**src/rtl/codel_dequeue.sv**
```systemverilog
// CoDel dequeue controller: pops the packet FIFO and drops or forwards each head packet.
// Forwarded packets appear 1 cycle after the pop; drop decisions ignore egress backpressure.
module codel_dequeue #(
  parameter int unsigned TARGET   = 5,
  parameter int unsigned INTERVAL = 100,
  parameter int unsigned COUNT_W  = 8,
  parameter int unsigned TIME_W   = 16,
  parameter int unsigned PKT_W    = 32
) (
  input  logic               clk,
  input  logic               reset,
  input  logic [TIME_W-1:0]  i__time_now,
  input  logic               i__fifo_empty,
  input  logic [PKT_W-1:0]   i__fifo_packet,
  input  logic [TIME_W-1:0]  i__fifo_time_stamp,
  output logic               o__fifo_read,
  output logic               o__packet_valid,
  output logic [PKT_W-1:0]   o__packet,
  input  logic               i__packet_ready,
  output logic               o__drop_pulse,
  output logic               o__dropping,
  output logic [COUNT_W-1:0] o__drop_count
);

  typedef enum logic {NOT_DROPPING, DROPPING} state_t;

  localparam logic [TIME_W-1:0]  TIME_MSB  = {1'b1, {(TIME_W-1){1'b0}}};
  localparam logic [COUNT_W-1:0] COUNT_MAX = '1;

  // round(INTERVAL/sqrt(n)) = largest k with n*(2k-1)^2 <= 4*INTERVAL^2
  function automatic logic [16*TIME_W-1:0] build_cl_tab();
    logic [16*TIME_W-1:0] tab;
    longint unsigned      lim;
    longint unsigned      x;
    longint unsigned      r;
    longint unsigned      cand;
    tab = '0;
    lim = 64'd4 * 64'(INTERVAL) * 64'(INTERVAL);
    for (int n = 1; n <= 16; n++) begin
      x = lim / 64'(n);
      r = 0;
      for (int b = 31; b >= 0; b--) begin
        cand = r | (64'd1 << b);
        if (cand * cand <= x) r = cand;
      end
      tab[(n-1)*TIME_W +: TIME_W] = TIME_W'((r + 64'd1) / 64'd2);
    end
    return tab;
  endfunction

  localparam logic [16*TIME_W-1:0] CL_TAB = build_cl_tab();

  function automatic logic [TIME_W-1:0] cl_lookup(input logic [COUNT_W-1:0] n);
    int idx;
    idx = int'(n);
    if (idx > 16) idx = 16;
    if (idx < 1) idx = 1;
    return CL_TAB[(idx-1)*TIME_W +: TIME_W];
  endfunction

  function automatic logic time_ge(input logic [TIME_W-1:0] a, input logic [TIME_W-1:0] b);
    return ((a - b) & TIME_MSB) == '0;
  endfunction

  state_t               state_q, state_d;
  logic [COUNT_W-1:0]   count_q, count_d;
  logic [TIME_W-1:0]    drop_next_q, drop_next_d;
  logic [TIME_W-1:0]    first_above_q, first_above_d;
  logic                 fav_q, fav_d;
  logic [PKT_W-1:0]     pkt_q, pkt_d;
  logic                 vld_q, vld_d;
  logic                 pulse_q, pulse_d;

  logic                 head, out_free, above, ok, now_ge_dn, drop, read, fwd;
  logic [TIME_W-1:0]    sojourn, dn_diff;
  logic [COUNT_W-1:0]   cnt_inc, cnt_re;

  always_comb begin
    head      = !i__fifo_empty;
    out_free  = !vld_q || i__packet_ready;
    sojourn   = i__time_now - i__fifo_time_stamp;
    above     = sojourn >= TIME_W'(TARGET);
    ok        = above && fav_q && time_ge(i__time_now, first_above_q);
    dn_diff   = i__time_now - drop_next_q;
    now_ge_dn = (dn_diff & TIME_MSB) == '0;
    cnt_inc   = (count_q == COUNT_MAX) ? count_q : count_q + COUNT_W'(1);
    cnt_re    = (count_q > COUNT_W'(2) && 32'(dn_diff) < 32'(16 * INTERVAL))
              ? count_q - COUNT_W'(2) : COUNT_W'(1);
    drop      = head && ((state_q == DROPPING) ? (ok && now_ge_dn) : ok);
    read      = reset && head && (drop || out_free);
    fwd       = read && !drop;

    state_d       = state_q;
    count_d       = count_q;
    drop_next_d   = drop_next_q;
    first_above_d = first_above_q;
    fav_d         = fav_q;

    if (!head) begin
      fav_d   = 1'b0;
      state_d = NOT_DROPPING;
    end else if (read) begin
      if (!above) begin
        fav_d = 1'b0;
      end else if (!fav_q) begin
        fav_d         = 1'b1;
        first_above_d = i__time_now + TIME_W'(INTERVAL);
      end
      case (state_q)
        NOT_DROPPING: begin
          if (ok) begin
            state_d     = DROPPING;
            count_d     = cnt_re;
            drop_next_d = i__time_now + cl_lookup(cnt_re);
          end
        end
        DROPPING: begin
          if (!ok) begin
            state_d = NOT_DROPPING;
          end else if (now_ge_dn) begin
            count_d     = cnt_inc;
            drop_next_d = drop_next_q + cl_lookup(cnt_inc);
          end
        end
        default: state_d = NOT_DROPPING;
      endcase
    end

    pkt_d   = fwd ? i__fifo_packet : pkt_q;
    vld_d   = fwd ? 1'b1 : (i__packet_ready ? 1'b0 : vld_q);
    pulse_d = read && drop;
  end

  always_ff @(posedge clk or negedge reset) begin
    if (!reset) begin
      state_q       <= NOT_DROPPING;
      count_q       <= '0;
      drop_next_q   <= '0;
      first_above_q <= '0;
      fav_q         <= 1'b0;
      pkt_q         <= '0;
      vld_q         <= 1'b0;
      pulse_q       <= 1'b0;
    end else begin
      state_q       <= state_d;
      count_q       <= count_d;
      drop_next_q   <= drop_next_d;
      first_above_q <= first_above_d;
      fav_q         <= fav_d;
      pkt_q         <= pkt_d;
      vld_q         <= vld_d;
      pulse_q       <= pulse_d;
    end
  end

  assign o__fifo_read    = read;
  assign o__packet_valid = vld_q;
  assign o__packet       = pkt_q;
  assign o__drop_pulse   = pulse_q;
  assign o__dropping     = (state_q == DROPPING);
  assign o__drop_count   = count_q;

endmodule

```
**config.mk**
```make
export PLATFORM = sky130hd
export DESIGN_NAME = codel_dequeue
export DESIGN_NICKNAME = d
export VERILOG_FILES = /design/src/rtl/codel_dequeue.sv
export SDC_FILE = /design/constraint.sdc
export NUM_CORES = 1
export LEC_CHECK = 0
export ABC_AREA = 1
export BUFFER_PORTS_ARGS = -buffer_cell sky130_fd_sc_hd__buf_4
export CAP_MARGIN = 0
export CORE_UTILIZATION = 40
export DETAILED_ROUTE_END_ITERATION = 6
export PLACE_DENSITY = 0.64
export SYNTH_ARGS = -nofsm -noshare
export SYNTH_HDL_FRONTEND = slang
export SYNTH_SLANG_ARGS = --single-unit
```
**constraint.sdc**
```tcl
create_clock -name clk -period 5.2 [get_ports clk]
set_clock_uncertainty 0.15 [all_clocks]
set_input_delay 0 -clock clk [delete_from_list [all_inputs] [get_ports clk]]
set_output_delay 0 -clock clk [all_outputs]
set_load 0.02 [all_outputs]
```
* Word level (Yosys, flattened, before mapping)
Index checks and enable logic that the tools add are counted.
Storage, ports and cells: register bits after elaboration 76, input port bits 68, output and inout port bits 44, logic and storage cells 95
Operators by class: $add $sub $neg 10, order comparisons 7, equal/unequal tests 4, shift-type cells 2, mux-type cells 41, bitwise logic cells 3, reductions and logical operators 20
Operator list (count):
- variable part select 256 x 33 -> 16 bit (first input constant) | 2
- 2-to-1 mux 28 bit | 11
- 2-to-1 mux 32 bit | 9
- less-than comparator 32 x 2 -> 1 bit (second input constant) | 2
- 2-to-1 mux 8 bit | 7
- subtractor 28 x 1 -> 28 bit (second input constant) | 2
- 2-to-1 mux 16 bit | 3
- subtractor 16 bit | 3
- adder 16 bit | 2
- logical NOT 16 bit | 2
- case mux 16 bit (2 select lines) | 1
- adder 16 x 7 -> 16 bit (second input constant) | 1
- greater-or-equal comparator 16 x 3 -> 1 bit (second input constant) | 1
- > comparator 8 x 5 -> 1 bit (second input constant) | 2
- less-than comparator 16 x 11 -> 1 bit (second input constant) | 1
- case mux 8 bit (2 select lines) | 1
- logical AND 1 bit | 9
- 2-to-1 mux 1 bit | 9
- adder 8 x 1 -> 8 bit (second input constant) | 1
- equality test 8 bit (second input constant) | 1
- > comparator 8 x 2 -> 1 bit (second input constant) | 1
- subtractor 8 x 2 -> 8 bit (second input constant) | 1
- AND reduction 5 bit | 1
- != test 2 x 1 -> 1 bit (second input constant) | 2
- 6 further kinds | 12

* Longest topological paths before layout
Gate-level depths: netlist (run 1).
depth in word-level cells 24, depth in mapped cells 47, mapped depth without buffers 47

* Least setup slack after synthesis (run 1)
OpenSTA, ideal clock, no wires.
path type register to register, start point reg count_q[1], in the netlist o__drop_count[1], end point reg drop_next_q[14], setup time 0.121 ns, arrival time 5.084 ns, required time 4.929 ns, setup slack -0.155 ns, stages on the path, launching flop included 41, path buffers 0, clock period less this slack 5.355 ns, cells stage by stage dfrtp_1 -> ha_1 -> nand2_1 -> inv_1 -> nand4_1 -> xor2_1 -> nor3_1 -> inv_1 -> nor2_2 -> inv_1 -> nand2_1 -> nand2_1 -> nand2_2 -> inv_1 -> ha_1 -> nand2_1 -> inv_1 -> nor2_2 -> (+5 left out) -> nor3_1 -> ha_1 -> inv_1 -> fa_1 -> inv_1 -> a31oi_1 -> nor2_1 -> nor2_1 -> o21bai_1 -> nand2_1 -> a21oi_1 -> nand3_1 -> nor3_1 -> nand2_1 -> o21ai_0 -> nand3_1 -> nand3_1 -> o21ai_1
Between the ends: word-level cells in the longest chain between the ends 22, elaborated cells between the ends (all ways) 43, classes of those cells add/sub (6); order compare (5); eq/ne (1); shift (2); mux (28); reduce/logical (1)
Ends and longest elaborated chain:
- from (decl) | RTL line 66 | logic [COUNT_W-1:0] count_q, count_d;
- from (signal assigned) | RTL line 146 | count_q <= count_d;
- adder 8 x 1 -> 8 bit or equality test 8 bit (tied branches) | RTL line 86 | cnt_inc = (count_q == COUNT_MAX) ? count_q : count_q + COUNT_W'(1);
- 2-to-1 mux 8 bit | RTL line 86
- > comparator 8 x 5 -> 1 bit | RTL line 56 | if (idx > 16) idx = 16;
- 2-to-1 mux 8 bit | RTL line 56
- 2-to-1 mux 32 bit | RTL line 120 | end else if (now_ge_dn) begin
- 2-to-1 mux 32 bit | RTL line 118 | if (!ok) begin
- 2-to-1 mux 32 bit | RTL line 109 | case (state_q)
- 2-to-1 mux 32 bit | RTL line 102 | end else if (read) begin
- (+6 left out)
- 2-to-1 mux 28 bit | RTL line 102
- 2-to-1 mux 28 bit | RTL line 99 | if (!head) begin
- subtractor 28 x 1 -> 28 bit | RTL line 58 | return CL_TAB[(idx-1)*TIME_W +: TIME_W];
- variable part select 256 x 33 -> 16 bit | RTL line 58
- adder 16 bit | RTL line 122 | drop_next_d = drop_next_q + cl_lookup(cnt_inc);
- 2-to-1 mux 16 bit | RTL line 120
- 2-to-1 mux 16 bit | RTL line 118
- case mux 16 bit (2 select lines) * | RTL line 109
- to (signal assigned) | RTL line 147 | drop_next_q <= drop_next_d;
- to (decl) | RTL line 67 | logic [TIME_W-1:0] drop_next_q, drop_next_d;
Every way passes the cells marked *; elsewhere a longest branch is shown, timed or not. The select of a mux whose other input is x is not followed. A chain may end at the register's enable or synchronous reset.

* Worst setup path after layout (run 1)
start point reg count_q[1], in the netlist o__drop_count[1], end point reg drop_next_q[12]
Same word-level chain as after synthesis.

==> results.cfg, run 1 <==
[global_route]
grt_max_degree = 53
antenna_found_initial = 0
grt_first_pass_wirelength_um = 42900
grt_pass1_vias = 8681
grt_overflow = 0
track_usage = 0.275

[timing]
fin_ws_ns = -0.152
worstMarginPinSlew_ns = 0.811
hold_violations = 0
rsz0062_at_grt = yes
finalCriticalPeriod_ns = 5.35
fin_crit_sh = 1.03
slew_headroom = 0.458
drv_slew = 0
fmax_mhz = 187
finalSetupViolations = 3

[synthesis]
synth_cell_types = 53
async_reset_ff_frac = 1.00
synthTopCellsByCount = nand2_1, inv_1, nand3_1
seq_area_frac_synth = 0.252
synth_cells = 1156
synth.most_common_cell = nand2_1
yosys.area.top_type_share = 0.252
synth_edf_count = 0
synth_seq_cells = 76
yosys.area.top_type = dfrtp_1
ys.flop_type = dfrtp_1
yosysWarningCount = 0
synth_area_leaders = dfrtp_1, nand2_1, ha_1
synthesis.nets = 1291
synth_area_per_cell_um2 = 6.54
synth_area_um2 = 7560

[layout]
syn_to_final_growth_pct = 56.3
fin_cells = 1759
n_fill_cell = 1570
antenna_cells = 0
fin_nets = 1661
drive_above_1_share = 0.375

[clock_tree]
root_buffer = clkbuf_16
clk_pin_slew_ns = 0.07
h-tree-depth = 3
cts_tree = built
clock-sinks = 76
numCtsBuffers = 9
cts_buffer_depth = 2
clock_latency_ns = 0.35

[place]
gp_congestion = 0.901
port-buffer-count = 111
dp.cells = 1616
dpl.hpwl_um = 17400

[die]
die-area_um2 = 19500
fp-row-count = 49
fp.dieW_um = 139
die_h_um = 139
boundaryPins = 112
start_util = 0.414
coreArea_um2 = 18300

[detailed_routing]
wirelength_um = 26700
drc = 0
firstDrtPassIters = 5
avgViaCountPerCell = 5.08
ant_nets = 0
routedWlPerCell_um = 15.2
drtIter0Drc = 535
vias = 8928

[worst_setup_path]
cp_slowest_stage_delay_ns = 0.42
critPathBufInv = 10
slowest_stage = dfrtp_2
cp.depth = 41
cp_top_family = simple AND/OR/NAND/NOR gates
reg2reg_depth = 41
critPathKind = flip-flop to flip-flop
end_kind = flip-flop
arrival_ns = 5.40
cpMostUsedCell = inv_2
worst_setup_path_start_kind = flip-flop
cp.required_ns = 5.24
critPathMaxFanout = 3

[power]
total_leakage_power_nw = 6.22
powerDensity_nw_per_um2 = 578
power_mw = 6.83
ir_drop_mv = 0.364

[outcome]
violations = negative setup slack
outcome = finished with violations

[hold_path]
hp-class = primary input to asynchronous set/reset pin

[run]
cap_violations = 0
## final timing paths
path	startpoint	end	slack [ns]
max	o__drop_count[1]	drop_next_q[12]	-0.15
min	reset	o__drop_count[6]	0.02
max reg2reg	o__drop_count[1]	drop_next_q[12]	-0.15
min reg2reg	o__packet[1]	o__packet[1]	0.32
max in group asynchronous	reset	drop_next_q[10]	4.17
min in group clk	i__time_now[5]	first_above_q[5]	0.02
## stage by stage
stage	cell area, µm²	util	hold slack (ns)	worst slack [ns]	TNS [ns]
2_1_floorplan	7570	-	-0.446	0.0364	0
3_3_place_gp	9650	0.528	-0.197	-0.291	-1.14
3_5_place_dp	9650	0.528	-0.199	-0.368	-1.43
4_1_cts	11300	0.619	0.0152	-0.0453	-0.0885
5_1_grt	11800	0.647	0.0384	-0.518	-2.78
6_report	11800	0.647	0.0221	-0.152	-0.352
## timing repair
action | 4_1_cts | 5_1_grt
pin swaps | 36 | 92
endpoints found under the setup margin | 7 | 13
buffers inserted | 74 | 24
hold endpoints to repair | 65 | 0
hold buffers | 42 | 0
gates resized for setup | 72 | 126
## where the power goes
part	switching [mW]	internal, mW
Sequential	0.117	0.775
Combinational	2.76	2.44
Clock	0.272	0.468
Total	3.15	3.68
## flip-flops by register name, indices dropped and copies added (netlist names)
register and flops:
o__packet_valid 1, o__packet 32, first_above_q 16, o__drop_pulse 1, o__drop_count 8, o__dropping 1
fav_q 1, drop_next_q 16
## worst min-delay path: stages
cell	delay, ns
dlygate4sd3_1	0.53
buf_4	0.15
buf_12	0.19
## area by class of cell
type / count / area (µm²) / share of cell area
timing repair buffer: 385 / 3040 / 0.257
multi-input combinational: 878 / 5580 / 0.472
tap: 229 / 287 / 0.0242
clock buffer: 9 / 225 / 0.0191
clock inverter: 6 / 113 / 0.00953
inverter: 176 / 666 / 0.0563
sequential: 76 / 1900 / 0.161
## layer usage
metal / global-route usage / up-vias / wire length, µm / part of all wire
li1: - / 4453 / - / -
met1: 0.342 / 4168 / 11600 / 0.44
met2: 0.471 / 242 / 13300 / 0.50
met3: 0.0385 / 65 / 979 / 0.037
met5: 0 / - / 0 / 0
met4: 0.125 / 0 / 837 / 0.031
## cell families after synthesis
family	count (synthesis)	synth area share
compound gates	157	0.117
xor+xnor	46	0.0543
fa+ha+maj	67	0.114
buf+inv	202	0.106
flops	76	0.252
simple gates	608	0.357
## cells in the final DEF, fill, tap and decap left out, types with 29 or more instances in the layout
| cell | instances |
|---|---|
| buf_4 | 333 |
| nand2_1 | 321 |
| inv_1 | 132 |
| dfrtp_1 | 74 |
| nand3_1 | 72 |
| nor2_1 | 55 |
| a21oi_1 | 47 |
| o21ai_0 | 46 |
| ha_1 | 46 |
| nand2_2 | 45 |
| inv_2 | 42 |
| dlygate4sd3_1 | 41 |
| xor2_1 | 29 |
Note: power is estimated with default switching activity, not from simulation.
==> run 2, diff against run 1 <==
PLACE_DENSITY = 0.61   (was 0.64)
==> run 2 against run 1 <==
Net effect: the flow still finishes with violations (negative setup slack); register-to-register slack better by 0.12 ns; count of clock-buffer cells in the layout is 1 higher; fmax up 2.3%; worst setup slack improved by 0.12 ns; sequential share of layout area up 0.19 points; sequential power grew 0.4%; critical path depth is 1 higher; routed wire length decreased by 5.5%; power down 1.8%; largest cell class unchanged; critical endpoint unchanged; first-iteration DRC count is 7.5% lower; cell count decreased by 1.9%.
==> results.cfg, run 2 (synthesis results as in run 1) <==
[layout]
layout_commonest_cell = nand2_1
ff_latch_area_um2 = 1900
final_cell_mix = nand2_1, buf_4, inv_1, dfrtp_1, nand3_1
drive_above_1_share = 0.379
syn_to_final_growth_pct = 54.5
n_fill_cell = 1620
multi_input_area_um2 = 5740
fin_nets = 1626
stdcell_area_um2 = 11700
antenna_cells = 0
largest_reg_flops = 32

[clock_tree]
cts_tree = built
h-tree-depth = 3
clk_pin_slew_ns = 0.07
numCtsBuffers = 9
root_buffer = clkbuf_16
clock_latency_ns = 0.35
cts_buffer_depth = 2
clock-sinks = 76

[worst_setup_path]
critPathMaxFanout = 4
slowest_stage = dfrtp_2
end_kind = flip-flop
critPathKind = flip-flop to flip-flop
cpMostUsedCell = inv_2
worst_setup_path_start_kind = flip-flop
cp_slowest_stage_delay_ns = 0.43
arrival_ns = 5.31
cp.required_ns = 5.28

[place]
placed_area_um2 = 9620
dpl_worst_slack_ns = -0.322
dpl.hpwl_um = 17700
gp_congestion = 0.909
port-buffer-count = 111

[global_route]
grt_first_pass_wirelength_um = 39900
track_usage = 0.257
grt_pass1_vias = 8203
grt_overflow = 0
antenna_found_initial = 0
grt_max_degree = 69

[detailed_routing]
routedWlPerCell_um = 14.6
firstDrtPassIters = 5
vias = 8697
drtIter0Drc = 495
wirelength_um = 25200
ant_nets = 0
drc = 0
avgViaCountPerCell = 5.04

[outcome]
outcome = finished with violations
violations = negative setup slack

[power]
p_int_mw = 3.57
seqPwrFrac = 0.133
p_sw_mw = 3.14
powerDensity_nw_per_um2 = 575
ir_drop_mv = 0.339
pwr-share-comb = 0.765
total_leakage_power_nw = 6.04
pwr-share-clk = 0.102
swShare = 0.468

[die]
coreArea_um2 = 18300
boundaryPins = 112
die_h_um = 139
fp.dieW_um = 139
fp-row-count = 49
start_util = 0.414
die-area_um2 = 19500

[timing]
slew_headroom = 0.378
fin_crit_sh = 1.01
fin_ws_ns = -0.0327
hold_slack_ns = 0.00800
rsz0062_at_grt = yes
finalSetupViolations = 1
worstMarginPinSlew_ns = 0.933
finalCriticalPeriod_ns = 5.23
drv_slew = 0
hold_violations = 0
fmax_mhz = 191

[hold_path]
hp-class = primary input to flip-flop

[run]
cap_violations = 0
## run 2: cell types whose count changed in the layout (fill, tap and decap cells not counted), moves of 3 or more
cell,previous run,this run
nand2_4,7,13
nand2_2,45,57
inv_1,132,127
nand2_1,321,303
a21oi_2,9,12
ha_4,16,21
buf_4,333,300
inv_2,42,45
a21oi_1,47,43
ha_1,46,41
## run 2: metrics by stage
step	instances	TNS (ns)	power, mW	util
after CTS	1697	-0.115	5.89	0.595
final	1725	-0.0327	6.71	0.639
after global routing	1725	-2.10	7.27	0.639
after global placement	1611	-0.746	4.53	0.526
after floorplan	1156	0	3.10	-
after detailed placement	1611	-1.14	4.57	0.526
## run 2: timing repair
| item | 4_1_cts | 5_1_grt |
|---|---|---|
| hold endpoints to repair | 120 | 0 |
| hold buffers | 42 | 0 |
| setup buffers | 28 | 30 |
| resized for setup | 64 | 171 |
| pin swaps | 42 | 109 |
| setup endpoints to repair | 7 | 12 |
## run 2: layout make-up
| class | count | area share |
|---|---|---|
| multi-input cells | 878 | 0.492 |
| repair buffers | 350 | 0.237 |
| flip-flops and latches | 76 | 0.163 |
| inverters | 176 | 0.0574 |
| well taps | 229 | 0.0245 |
| clock buffers | 10 | 0.0205 |
| clock inverters | 6 | 0.00611 |
## run 2: worst paths after layout
| path | slack (ns) | end | depth (start not counted) | start |
|---|---|---|---|---|
| setup / recovery | -0.03 | drop_next_q[12] | 42 | o__drop_count[1] |
| hold / removal | 0.008 | first_above_q[6] | 5 | i__time_now[6] |
| setup reg to reg | -0.03 | drop_next_q[12] | 42 | o__drop_count[1] |
| hold reg to reg | 0.32 | first_above_q[14] | 2 | first_above_q[14] |
| max in group asynchronous | 3.98 | first_above_q[9] | 3 | reset |
| min in group asynchronous | 0.33 | o__packet[13] | 3 | reset |
## run 2: metal layers
metal	track usage	up-vias	routed length, µm
met5	0	-	0
met4	0.100	0	709
met3	0.0344	52	898
met2	0.425	194	12300
met1	0.340	4068	11400
li1	-	4383	-
## run 2: power groups by stage
stage / Sequential (mW) / Clock, mW / Combinational (mW)
after detailed placement: 0.887 / 0 / 3.68
final: 0.896 / 0.682 / 5.13
after global routing: 0.919 / 0.712 / 5.63
after global placement: 0.885 / 0 / 3.64
after CTS: 0.882 / 0.690 / 4.32
after floorplan: 1.01 / 0 / 2.09
## run 2: critical path: cells and delay by family, from the launching register on
kind,cells,cell delay [ns]
and+or+nand+nor,20,1.96
AOI/OAI and AO/OA,6,0.69
xor gates and xnor gates,1,0.22
buffers and inverters,11,0.79
DFF,1,0.43
adders and majority gates,4,0.88
==> run 3, diff against run 2 <==
ABC_AREA = default   (was 1)
==> run 3 against run 2 <==
Net effect: the run still ends with negative setup slack left; clock power decreased by 8.1%; fmax decreased by 2.6%; die area decreased by 5.0%; sequential power increased by 6.3%; count of clock-buffer cells in the layout decreased by 1; global-route usage decreased by 0.42 points; sequential cell count unchanged; largest power group unchanged; highest routed layer unchanged.
==> results.cfg, run 3 <==
[layout]
final_cell_mix = buf_4, inv_1, dfrtp_1, a21oi_1, ha_1
fin_cells = 1376
drive_above_1_share = 0.344
fin_nets = 1281
multi_input_area_um2 = 5200
ff_latch_area_um2 = 1900
largest_reg_flops = 32
antenna_cells = 0
layout_commonest_cell = buf_4
n_fill_cell = 1568
fin_util = 0.600
syn_to_final_growth_pct = 45.4

[die]
boundaryPins = 112
die-area_um2 = 18500
start_util = 0.412
coreArea_um2 = 17400
die_h_um = 136
fp-row-count = 48
fp.dieW_um = 136

[outcome]
violations = negative setup slack
outcome = finished with violations

[worst_setup_path]
arrival_ns = 5.45
cp.required_ns = 5.27
worst_setup_path_start_kind = flip-flop
critPathKind = flip-flop to flip-flop
critPathMaxFanout = 4
end_kind = flip-flop

[detailed_routing]
drc = 0
vias = 7574
avgViaCountPerCell = 5.50
routedWlPerCell_um = 16.8
ant_nets = 0
firstDrtPassIters = 4
wirelength_um = 23100
drtIter0Drc = 348

[timing]
finalCriticalPeriod_ns = 5.38
fmax_mhz = 186
hold_slack_ns = 0.00888
worstMarginPinSlew_ns = 0.939
finalSetupViolations = 8
hold_violations = 0
fin_crit_sh = 1.03
slew_headroom = 0.374
rsz0062_at_grt = yes
drv_slew = 0
fin_ws_ns = -0.175

[clock_tree]
numCtsBuffers = 9
clock_latency_ns = 0.36
root_buffer = clkbuf_16
clock-sinks = 76
cts_tree = built
cts_buffer_depth = 2
h-tree-depth = 3
clk_pin_slew_ns = 0.07

[power]
pwr-share-comb = 0.759
ir_drop_mv = 0.464
swShare = 0.454
total_leakage_power_nw = 4.88
p_sw_mw = 2.98
seqPwrFrac = 0.145
powerDensity_nw_per_um2 = 629
p_int_mw = 3.58
power_mw = 6.57
pwr-share-clk = 0.095

[synthesis]
seq_area_frac_synth = 0.265
synth_area_um2 = 7180
ys.flop_type = dfrtp_1
yosys.area.top_type_share = 0.265
async_reset_ff_frac = 1.00
yosys.area.top_type = dfrtp_1
synth_area_per_cell_um2 = 8.33
synth_area_leaders = dfrtp_1, ha_1, mux2_2
synth_seq_cells = 76
synth.most_common_cell = inv_1
yosysWarningCount = 0
synthesis.nets = 997
synth_edf_count = 0
synthTopCellsByCount = inv_1, dfrtp_1, o21ai_0
synth_cell_types = 72
synth_cells = 862

[global_route]
grt_pass1_vias = 7292
busiest_layer = met2
track_usage = 0.253
globalRouteMet1Util = 0.342
grt_overflow = 0
grt_first_pass_wirelength_um = 36500
use_met3 = 0.0328
antenna_found_initial = 0
grt_max_degree = 70
use_met2 = 0.420

[run]
cap_violations = 0

[place]
dpl.hpwl_um = 16900
dp.cells = 1294
port-buffer-count = 111
gp_congestion = 0.908

[hold_path]
hp-class = primary input to flip-flop
[run 3: repair_timing]
| item | in CTS | in global routing |
|---|---|---|
| pin swaps | 25 | 30 |
| setup buffers | 12 | 7 |
| setup endpoints to repair | 10 | 13 |
| endpoints found under the hold margin | 122 | 0 |
| gates resized for setup | 23 | 32 |
| hold buffers | 47 | 0 |
[run 3: stage by stage]
step                      setup TNS, ns  setup slack (ns)  area, µm²
final                            -0.968            -0.175      10400
after global routing              -3.71            -0.467      10400
after CTS                         -1.50            -0.199      10300
after detailed placement          -3.07            -0.390       9290
after global placement            -1.49            -0.228       9290
after floorplan                       0           0.00466       7360
[run 3: logic make-up (layout without fill, tap and decap cells)]
| group | Yosys count | after routing | synth area share |
|---|---|---|---|
| xor gates and xnor gates | 43 | 43 | 0.0524 |
| adders and majority gates | 67 | 67 | 0.120 |
| and+or+nand+nor | 226 | 226 | 0.159 |
| buffers and inverters | 120 | 409 | 0.0671 |
| muxes | 59 | 59 | 0.0883 |
| AOI/OAI and AO/OA | 271 | 271 | 0.248 |
| DFF | 76 | 76 | 0.265 |
[run 3: worst max-delay path, cell delays in order (launching register included)]
cell and delay, ns:
dfrtp_1 0.38, inv_1 0.11, ha_4 0.22, a21oi_4 0.17, o21ai_4 0.10, a21o_1 0.22
o41ai_4 0.35, xnor2_2 0.14, a2111oi_4 0.37, and2_4 0.24, o21ai_4 0.07, inv_2 0.08
ha_4 0.21, or3_4 0.39, o221ai_2 0.22, a211oi_2 0.07, ha_1 0.30, a21o_1 0.19
a21oi_2 0.15, o21ai_2 0.09, a2111oi_4 0.35, buf_4 0.20, nor2_2 0.05, nand3_1 0.08
xor2_1 0.15, a21o_1 0.13, a21oi_1 0.06
[run 3: path summary, 6_finish.rpt]
kind	startpoint	to	slack (ns)	cells past startpoint
setup reg to reg	drop_next_q[2]	drop_next_q[9]	-0.18	26
max in group asynchronous	reset	o__drop_count[5]	3.99	3
setup / recovery	drop_next_q[2]	drop_next_q[9]	-0.18	26
hold reg to reg	o__packet[29]	o__packet[29]	0.36	1
hold / removal	i__time_now[11]	first_above_q[11]	0.009	4
min in group asynchronous	reset	o__packet_valid	0.31	3
[run 3: metal layers]
metal  routed length, µm  vias to the layer above  share of wire
met2               10600                      255           0.46
met3                1380                       22          0.060
met5                   0                        -              0
met4                 332                        0          0.014
li1                    -                     3749              -
met1               10700                     3548           0.47
[run 3: layout make-up]
class                   instances  area share
clock inverters                 7     0.00563
multi-input cells             666       0.498
repair buffers                311       0.236
clock buffers                   9      0.0216
inverters                      82      0.0297
flip-flops and latches         76       0.182
well taps                     225      0.0270
[run 3: power groups by stage]
| stage | sequential [mW] | combinational, mW | clock, mW |
|---|---|---|---|
| 4_1_cts | 0.945 | 4.83 | 0.643 |
| 3_5_place_dp | 0.955 | 4.61 | 0 |
| 3_3_place_gp | 0.944 | 4.59 | 0 |
| 6_report | 0.952 | 4.99 | 0.627 |
| 5_1_grt | 0.981 | 5.49 | 0.666 |
| 2_1_floorplan | 1.10 | 2.72 | 0 |
